<file path="config.mk">
export PLATFORM = sky130hd
export DESIGN_NAME = issue_queue_free_list
export DESIGN_NICKNAME = d
export VERILOG_FILES = /design/src/rtl/issue_queue_free_list_pkg.sv /design/src/rtl/issue_queue_free_list_flush_scanner.sv /design/src/rtl/issue_queue_free_list.sv
export SDC_FILE = /design/constraint.sdc
export NUM_CORES = 1
export LEC_CHECK = 0
export CELL_PAD_IN_SITES_DETAIL_PLACEMENT = 1
export CELL_PAD_IN_SITES_GLOBAL_PLACEMENT = 1
export CORE_ASPECT_RATIO = 1.5
export CORE_MARGIN = 2
export CORE_UTILIZATION = 54
export DETAILED_ROUTE_END_ITERATION = 10
export HOLD_SLACK_MARGIN = 0.08
export MAX_ROUTING_LAYER = met4
export PLACE_DENSITY_LB_ADDON = 0.1
export SLEW_MARGIN = 30
export SYNTH_ARGS = -nofsm -noshare
export SYNTH_HDL_FRONTEND = slang
export SYNTH_SLANG_ARGS = --single-unit
</file>
<file path="constraint.sdc">
create_clock -name clk -period 15.1 [get_ports clk]
set_input_delay 3.02 -clock clk [delete_from_list [all_inputs] [get_ports clk]]
set_output_delay 3.02 -clock clk [all_outputs]
set_load 0.05 [all_outputs]
</file>
<file path="src/rtl/issue_queue_free_list_pkg.sv">
// issue_queue_free_list_pkg
//   Shared scheduler types for the issue-queue free list and its flush
//   scanner: entry index / one-hot vector types, the free-count type, the
//   reclaim scanner state enum, sizing constants and a lowest-set-bit helper.
package issue_queue_free_list_pkg;

    localparam int ISSUE_QUEUE_ENTRY_NUM   = 16;
    localparam int ISSUE_QUEUE_INDEX_WIDTH = $clog2(ISSUE_QUEUE_ENTRY_NUM);
    localparam int DISPATCH_WIDTH          = 2;
    localparam int RELEASE_WIDTH           = 4;
    localparam int FLUSH_SCAN_WIDTH        = 2;
    localparam int FREE_LIST_COUNT_WIDTH   = ISSUE_QUEUE_INDEX_WIDTH + 1;
    // Release lanes first, then scan lanes: this is also the tail write order.
    localparam int FREE_LIST_PUSH_WIDTH    = RELEASE_WIDTH + FLUSH_SCAN_WIDTH;

    typedef logic [ISSUE_QUEUE_INDEX_WIDTH-1:0] IssueQueueIndexPath;
    typedef logic [ISSUE_QUEUE_ENTRY_NUM-1:0]   IssueQueueOneHotPath;
    typedef logic [FREE_LIST_COUNT_WIDTH-1:0]   FreeListCountPath;

    typedef enum logic [0:0] {
        FLS_IDLE = 1'b0,
        FLS_SCAN = 1'b1
    } FreeListScanState;

    // Index of the lowest set bit; 0 when the vector is empty (callers
    // qualify the result with |vec).
    function automatic IssueQueueIndexPath lowest_set_index(input IssueQueueOneHotPath vec);
        IssueQueueIndexPath idx;
        idx = '0;
        for (int i = ISSUE_QUEUE_ENTRY_NUM - 1; i >= 0; i--) begin
            if (vec[i]) idx = IssueQueueIndexPath'(i);
        end
        return idx;
    endfunction

endpackage

</file>
<file path="src/rtl/issue_queue_free_list_flush_scanner.sv">
// issue_queue_flush_scanner
//   Reclaims issue-queue entries flushed by recovery. A flush vector is
//   captured on flush_start; while in FLS_SCAN the FLUSH_SCAN_WIDTH lowest
//   set bits are emitted each cycle as valid/index pairs and cleared. A
//   flush_start arriving during a scan is merged into the pending vector.
//   The scan is not affected by dispatch stall.
// Ports:
//   clk, rst          clock, asynchronous active-low reset
//   flush_start       one-cycle capture pulse for flush_vector
//   flush_vector      one-hot-set vector of flushed entries
//   scan_valid        per scan lane: an index is being returned this cycle
//   scan_index        per scan lane entry index (flat, lane 0 in low bits)
//   scan_state        current FSM state (FLS_SCAN means busy)
module issue_queue_flush_scanner
    import issue_queue_free_list_pkg::*;
(
    input  logic                                            clk,
    input  logic                                            rst,
    input  logic                                            flush_start,
    input  logic [ISSUE_QUEUE_ENTRY_NUM-1:0]                flush_vector,
    output logic [FLUSH_SCAN_WIDTH-1:0]                     scan_valid,
    output logic [FLUSH_SCAN_WIDTH*ISSUE_QUEUE_INDEX_WIDTH-1:0] scan_index,
    output FreeListScanState                                scan_state
);

    FreeListScanState    state_q;
    IssueQueueOneHotPath scan_vector_q;
    IssueQueueOneHotPath remaining;
    IssueQueueOneHotPath scan_vector_next;

    // Peel off the lowest set bits one lane at a time; v & (v - 1) clears
    // the bit just emitted so the next lane sees the next-lowest one.
    always_comb begin
        remaining  = scan_vector_q;
        scan_valid = '0;
        scan_index = '0;
        if (state_q == FLS_SCAN) begin
            for (int k = 0; k < FLUSH_SCAN_WIDTH; k++) begin
                if (|remaining) begin
                    scan_valid[k] = 1'b1;
                    scan_index[k*ISSUE_QUEUE_INDEX_WIDTH +: ISSUE_QUEUE_INDEX_WIDTH] =
                        lowest_set_index(remaining);
                    remaining = remaining & (remaining - IssueQueueOneHotPath'(1));
                end
            end
        end
        // scan_vector_q is zero in FLS_IDLE, so this is a plain capture there
        // and a merge during a scan.
        scan_vector_next = remaining | (flush_start ? flush_vector : '0);
    end

    always_ff @(posedge clk or negedge rst) begin
        if (!rst) begin
            state_q       <= FLS_IDLE;
            scan_vector_q <= '0;
        end else begin
            scan_vector_q <= scan_vector_next;
            case (state_q)
                FLS_IDLE: if (flush_start && (|flush_vector)) state_q <= FLS_SCAN;
                FLS_SCAN: if (scan_vector_next == '0)         state_q <= FLS_IDLE;
                default:                                      state_q <= FLS_IDLE;
            endcase
        end
    end

    assign scan_state = state_q;

endmodule

</file>
<file path="src/rtl/issue_queue_free_list.sv">
// issue_queue_free_list
//   Circular FIFO of free issue-queue entry indices. Dispatch pops from the
//   head; released entries (from the wakeup pipeline) and entries reclaimed
//   by the flush scanner are pushed at the tail, releases first.
//   Optional build macro ISSUE_QUEUE_FREE_LIST_CHECK_EN keeps an allocation
//   map and raises a sticky freeListError on double free, double allocation
//   or count overflow; without it freeListError is tied low.
// Ports:
//   clk, rst        clock, asynchronous active-low reset
//   stall           dispatch stall, blocks allocation
//   allocate        per-lane allocation request, contiguous from lane 0
//   allocatedPtr    per-lane granted index (flat), combinational from head
//   allocatable     at least DISPATCH_WIDTH free and no reclaim scan running
//   freeCount       registered number of free entries
//   releaseEntry    per-lane release valid
//   releasePtr      per-lane released index (flat)
//   flushStart      capture pulse for flushIQ_Entry
//   flushIQ_Entry   one-hot-set vector of flushed entries
//   flushBusy       reclaim scan in progress
//   freeListError   sticky consistency error (checking build only)
//
// Allocation handshake: allocate[i] is a request and allocatable is the
// ready; lane i is granted exactly when allocate[i], allocatable and !stall
// are all high in the same cycle, and allocatedPtr[i] is valid in that cycle.
module issue_queue_free_list
    import issue_queue_free_list_pkg::*;
(
    input  logic                                             clk,
    input  logic                                             rst,
    input  logic                                             stall,
    input  logic [DISPATCH_WIDTH-1:0]                        allocate,
    output logic [DISPATCH_WIDTH*ISSUE_QUEUE_INDEX_WIDTH-1:0] allocatedPtr,
    output logic                                             allocatable,
    output logic [FREE_LIST_COUNT_WIDTH-1:0]                 freeCount,
    input  logic [RELEASE_WIDTH-1:0]                         releaseEntry,
    input  logic [RELEASE_WIDTH*ISSUE_QUEUE_INDEX_WIDTH-1:0] releasePtr,
    input  logic                                             flushStart,
    input  logic [ISSUE_QUEUE_ENTRY_NUM-1:0]                 flushIQ_Entry,
    output logic                                             flushBusy,
    output logic                                             freeListError
);

    localparam logic [FREE_LIST_COUNT_WIDTH:0] SUM_ONE   = (FREE_LIST_COUNT_WIDTH+1)'(1);
    localparam logic [FREE_LIST_COUNT_WIDTH:0] SUM_LIMIT = (FREE_LIST_COUNT_WIDTH+1)'(ISSUE_QUEUE_ENTRY_NUM);

    IssueQueueIndexPath ram [ISSUE_QUEUE_ENTRY_NUM];
    IssueQueueIndexPath head_q;
    IssueQueueIndexPath tail_q;
    IssueQueueIndexPath tail_next;
    FreeListCountPath   count_q;
    FreeListCountPath   count_next;

    FreeListScanState                                    scan_state;
    logic [FLUSH_SCAN_WIDTH-1:0]                         scan_valid;
    logic [FLUSH_SCAN_WIDTH*ISSUE_QUEUE_INDEX_WIDTH-1:0] scan_index;

    logic                              alloc_contig;
    logic                              pop_fire;
    logic [DISPATCH_WIDTH-1:0]         pop_valid;
    logic [FREE_LIST_COUNT_WIDTH:0]    n_pop;
    logic [FREE_LIST_PUSH_WIDTH-1:0]   push_valid;
    IssueQueueIndexPath                push_index [FREE_LIST_PUSH_WIDTH];
    IssueQueueIndexPath                push_addr  [FREE_LIST_PUSH_WIDTH];
    logic [FREE_LIST_COUNT_WIDTH:0]    n_push;
    logic [FREE_LIST_COUNT_WIDTH:0]    count_sum;
    logic                              overflow;

    issue_queue_flush_scanner u_scanner (
        .clk          (clk),
        .rst          (rst),
        .flush_start  (flushStart),
        .flush_vector (flushIQ_Entry),
        .scan_valid   (scan_valid),
        .scan_index   (scan_index),
        .scan_state   (scan_state)
    );

    assign flushBusy   = (scan_state == FLS_SCAN);
    assign allocatable = (count_q >= FreeListCountPath'(DISPATCH_WIDTH)) && !flushBusy;
    assign freeCount   = count_q;

    // ---------------------------------------------------------------- pop side
    always_comb begin
        // A request with a hole (lane i set, lane i-1 clear) is dropped whole.
        alloc_contig = 1'b1;
        for (int i = 1; i < DISPATCH_WIDTH; i++) begin
            if (allocate[i] && !allocate[i-1]) alloc_contig = 1'b0;
        end
        pop_fire  = !stall && allocatable && alloc_contig;
        pop_valid = '0;
        n_pop     = '0;
        for (int i = 0; i < DISPATCH_WIDTH; i++) begin
            allocatedPtr[i*ISSUE_QUEUE_INDEX_WIDTH +: ISSUE_QUEUE_INDEX_WIDTH] =
                ram[head_q + IssueQueueIndexPath'(i)];
            if (pop_fire && allocate[i]) begin
                pop_valid[i] = 1'b1;
                n_pop        = n_pop + SUM_ONE;
            end
        end
    end

    // --------------------------------------------------------------- push side
    // Release lanes and scan lanes are laid out in one slot list and
    // compacted onto consecutive tail addresses in slot order.
    always_comb begin
        push_valid = '0;
        n_push     = '0;
        tail_next  = tail_q;
        for (int k = 0; k < FREE_LIST_PUSH_WIDTH; k++) begin
            push_index[k] = '0;
            push_addr[k]  = '0;
        end
        for (int j = 0; j < RELEASE_WIDTH; j++) begin
            push_valid[j] = releaseEntry[j];
            push_index[j] = releasePtr[j*ISSUE_QUEUE_INDEX_WIDTH +: ISSUE_QUEUE_INDEX_WIDTH];
        end
        for (int s = 0; s < FLUSH_SCAN_WIDTH; s++) begin
            push_valid[RELEASE_WIDTH+s] = scan_valid[s];
            push_index[RELEASE_WIDTH+s] =
                scan_index[s*ISSUE_QUEUE_INDEX_WIDTH +: ISSUE_QUEUE_INDEX_WIDTH];
        end
        for (int k = 0; k < FREE_LIST_PUSH_WIDTH; k++) begin
            push_addr[k] = tail_next;
            if (push_valid[k]) begin
                tail_next = tail_next + IssueQueueIndexPath'(1);
                n_push    = n_push + SUM_ONE;
            end
        end
    end

    // ------------------------------------------------------------------- count
    // Pops only fire with count >= DISPATCH_WIDTH, so the subtraction cannot
    // underflow; the extra top bit exposes a push overflow.
    always_comb begin
        count_sum  = {1'b0, count_q} - n_pop + n_push;
        overflow   = (count_sum > SUM_LIMIT);
        count_next = overflow ? FreeListCountPath'(ISSUE_QUEUE_ENTRY_NUM)
                              : count_sum[FREE_LIST_COUNT_WIDTH-1:0];
    end

    always_ff @(posedge clk or negedge rst) begin
        if (!rst) begin
            for (int i = 0; i < ISSUE_QUEUE_ENTRY_NUM; i++) begin
                ram[i] <= IssueQueueIndexPath'(i);
            end
            head_q  <= '0;
            tail_q  <= '0;
            count_q <= FreeListCountPath'(ISSUE_QUEUE_ENTRY_NUM);
        end else begin
            for (int k = 0; k < FREE_LIST_PUSH_WIDTH; k++) begin
                if (push_valid[k]) ram[push_addr[k]] <= push_index[k];
            end
            head_q  <= head_q + n_pop[ISSUE_QUEUE_INDEX_WIDTH-1:0];
            tail_q  <= tail_next;
            count_q <= count_next;
        end
    end

    // --------------------------------------------------------- optional checks
`ifdef ISSUE_QUEUE_FREE_LIST_CHECK_EN
    IssueQueueOneHotPath allocated_map_q;
    IssueQueueOneHotPath allocated_map_next;
    logic                error_event;
    logic                error_q;

    // Checks use the map as it stood at the start of the cycle; a released
    // entry cannot be popped in the same cycle since there is no bypass.
    always_comb begin
        allocated_map_next = allocated_map_q;
        error_event        = overflow;
        for (int i = 0; i < DISPATCH_WIDTH; i++) begin
            if (pop_valid[i]) begin
                if (allocated_map_q[allocatedPtr[i*ISSUE_QUEUE_INDEX_WIDTH +: ISSUE_QUEUE_INDEX_WIDTH]])
                    error_event = 1'b1;
                allocated_map_next[allocatedPtr[i*ISSUE_QUEUE_INDEX_WIDTH +: ISSUE_QUEUE_INDEX_WIDTH]] = 1'b1;
            end
        end
        for (int k = 0; k < FREE_LIST_PUSH_WIDTH; k++) begin
            if (push_valid[k]) begin
                if (!allocated_map_q[push_index[k]]) error_event = 1'b1;
                allocated_map_next[push_index[k]] = 1'b0;
            end
        end
    end

    always_ff @(posedge clk or negedge rst) begin
        if (!rst) begin
            allocated_map_q <= '0;
            error_q         <= 1'b0;
        end else begin
            allocated_map_q <= allocated_map_next;
            if (error_event) error_q <= 1'b1;
        end
    end

    assign freeListError = error_q;
`else
    assign freeListError = 1'b0;
`endif

    // --------------------------------------------------------------- assertions
    a_alloc_contiguous: assert property (@(posedge clk) disable iff (!rst)
        (!stall && (|allocate)) |-> alloc_contig);
    a_alloc_when_ready: assert property (@(posedge clk) disable iff (!rst)
        (!stall && (|allocate)) |-> allocatable);
    a_no_overflow: assert property (@(posedge clk) disable iff (!rst)
        !overflow);

endmodule

</file>
==> results.sh <==
export IMPL_status="complete, no violations"
export IMPL_ys_ff_latch=94
export IMPL_maxCapViolations=0
export IMPL_slew_headroom_pct=26.1
export IMPL_period_share_pct=59.1
export IMPL_fp_dieArea_um2=22600
export IMPL_gp_congestion=0.968
export IMPL_cpMaxStageDelayCell="clkdlybuf4s50_1"
export IMPL_yosysWarningCount=0
export IMPL_synth_nets=1217
export IMPL_num_vias=9767
export IMPL_vias_per_cell=6.97
export IMPL_cpPeakStageDelay_ps=960
export IMPL_final_common_cell="mux2_2"
export IMPL_synthArstFlopShare_pct=100
export IMPL_synth_cell_type_count=89
export IMPL_fillCellCount=2283
export IMPL_core_area_um2=21000
export IMPL_synth_edff_count=0
export IMPL_nets=1212
export IMPL_drt_total_wl_mm=43.2
export IMPL_ctsResizeCount=0
export IMPL_setup_violations=0
export IMPL_rsz0062_at_grt="no"
export IMPL_wl_per_cell_um=30.8
export IMPL_start_util_pct=55.0
export IMPL_drc=0
export IMPL_dr_wl_met2_mm=21.3
export IMPL_slew_viol_final=0
export IMPL_final_antenna_net_count=0
export IMPL_multi_input_area_um2=8640
export IMPL_drive_gt1_share_pct=34.0
export IMPL_grt_pass1_vias=10400
export IMPL_wl_met3_mm=2.76
export IMPL_cts_hold_buf=0
export IMPL_cp_num_buf_inv=3
export IMPL_avgSynthCellArea_um2=10.2
export IMPL_cpLargestDelayFamily="multiplexers"
export IMPL_gr_total_overflow=0
export IMPL_final_cell_mix="mux2_2 (224), mux2i_1 (146), nand2_1 (86), dfrtp_1 (61), clkdlybuf4s50_1 (53)"
export IMPL_cts_setup_buffers=0
export IMPL_dieHeight_um=183
export IMPL_antenna_found_initial=4
export IMPL_path_clk_slew_ps=70
export IMPL_setup_tns_ps=0
export IMPL_dp_cells=1381
export IMPL_hold_path_class="reg -> reg"
export IMPL_worstPathRequired_ps=15360
export IMPL_routed_top_layer="met4"
export IMPL_htreeDepth=3
export IMPL_clk_latency_ps=360
export IMPL_skew_ps=12.6
export IMPL_ys_seq_area_share_pct=20.7
export IMPL_min_period_ps=8930
export IMPL_cts_tree="yes"
export IMPL_cts_root_buf="clkbuf_16"
export IMPL_grt_max_degree=54
export IMPL_clock_sinks=94
export IMPL_cts_made_buffers=9
export IMPL_endpoint_kind="register"
export IMPL_dr_pass1_iters=5
export IMPL_portBuffers=56
export IMPL_crit_path_max_fanout=19
export IMPL_track_usage_pct=40.8
export IMPL_synth_top_flop_cell="dfrtp_1"
export IMPL_die_w_um=123
export IMPL_start_kind="input port"
export IMPL_fin_cells=1402
export IMPL_ff_latch_area_um2=2390
export IMPL_fmax_ghz=0.112
export IMPL_crit_path_frequent_cell="ha_1"
export IMPL_arrival_ps=9190
export IMPL_drt_iter0_drc=833
export IMPL_hpwl_mm=31.8
export IMPL_synthesis_area_um2=11500
export IMPL_crit_chain="clkdlybuf4s50_1 -> mux2_2 -> ha_1 -> mux2i_2 -> inv_1 -> ha_1 -> nand2_1 -> o21ai_0 -> ha_1 -> mux2i_1 -> inv_1 -> ha_1 -> nand2_1 -> xor2_1 -> a211oi_1 -> nand2_1 -> nor2_4 -> mux2i_1"
export IMPL_io_pins=58
export IMPL_syn2layout_area_growth_pct=8.07
export IMPL_row_count=65
export IMPL_hold_viol_final=0
export IMPL_netlist_instances=1130
export IMPL_criticalPathCategory="in -> reg"
export IMPL_clock_tree_buffer_depth=2
export IMPL_grt_pass1_wl_mm=65.0
export IMPL_worst_pin_slew_ps=1100
export IMPL_wl_met1_mm=15.6
==> worst register-to-register path: stages, from the launching register on <==
cell	delay, ps
dfrtp_1	610
inv_1	150
ha_1	330
mux2_2	310
ha_1	310
mux2i_2	420
inv_1	150
ha_1	310
nand2_1	60
o21ai_0	230
ha_1	380
mux2i_1	470
inv_1	140
ha_1	220
nand2_1	260
xor2_1	110
a211oi_1	850
nand2_1	330
nor2_4	270
mux2i_1	230
==> logic make-up (layout without fill, tap and decap cells) <==
| family | after synthesis | after routing | synth area share (%) |
|---|---|---|---|
| xor gates and xnor gates | 42 | 42 | 4.89 |
| adders and majority gates | 50 | 50 | 5.51 |
| other | 1 | 5 | 0.0325 |
| DFF | 94 | 94 | 20.7 |
| and+or+nand+nor | 287 | 287 | 14.4 |
| buffers and inverters | 125 | 125 | 4.74 |
| muxes | 412 | 412 | 42.6 |
| AOI/OAI and AO/OA | 119 | 119 | 7.18 |
==> Yosys cell counts, types with 12 or more instances <==
cell / count / area share, %
mux2i_1: 146 / 13
nor4_1: 12 / 0.65
dfrtp_1: 61 / 13
nor2_1: 38 / 1.2
or3_1: 13 / 0.70
a21oi_1: 22 / 0.95
clkbuf_1: 54 / 1.8
nor3_1: 27 / 1.2
mux2_2: 224 / 22
nand4_1: 17 / 0.92
nand2_1: 86 / 2.8
nor2_4: 16 / 1.6
o21ai_0: 30 / 1.3
inv_1: 43 / 1.4
ha_1: 42 / 4.6
nand3_1: 16 / 0.69
dfstp_2: 33 / 7.5
mux4_2: 40 / 7.8
xnor2_1: 18 / 1.4
==> registers in the layout (all words and copies together) (netlist names) <==
register                 flops
head_q                       4
u_scanner.scan_vector_q     16
tail_q                       4
u_scanner.scan_state         1
ram                         64
freeCount                    5
==> cell type report <==
cell class | instances | area share, %
Antenna cell | 4 | 0.0803
Clock buffer | 13 | 2.09
Clock inverter | 3 | 0.351
Inverter | 45 | 1.35
Multi-Input combinational cell | 911 | 69.3
Sequential cell | 94 | 19.2
Tap cell | 268 | 2.69
Timing Repair Buffer | 64 | 4.94
==> metal layers <==
| metal | vias up | GRT usage [%] |
|---|---|---|
| met1 | 4869 | 43.6 |
| met3 | 209 | 7.87 |
| met5 | - | - |
| li1 | 4191 | - |
| met4 | 0 | 30.2 |
| met2 | 498 | 65.9 |
==> per-stage QoR <==
step	setup slack [ps]	hold WS (ps)	util (%)	instance area (um^2)
2_1_floorplan	7650	505	-	11500
3_3_place_gp	6180	639	57.8	12100
3_5_place_dp	5900	640	57.9	12200
4_1_cts	6260	659	59.4	12500
5_1_grt	5770	707	59.4	12500
6_report	6170	652	59.4	12500
==> final timing paths <==
check	start	to	slack [ps]	cells past startpoint
worst max-delay path	releaseEntry[0]	ram[35]$_DFF_PN0_	6170	18
worst min-delay path	freeCount[0]$_DFF_PN0_	freeCount[0]$_DFF_PN0_	650	2
worst max register to register	tail_q[0]$_DFF_PN0_	ram[35]$_DFF_PN0_	8860	19
worst min register to register	freeCount[0]$_DFF_PN0_	freeCount[0]$_DFF_PN0_	650	2
max in group asynchronous	rst	head_q[0]$_DFF_PN0_	11280	2
min in group asynchronous	rst	freeCount[3]$_DFF_PN0_	2660	1
Power is left out: the tool's default activity adds up to more than one toggle a clock period on the data nets, which glitch-free logic cannot reach.
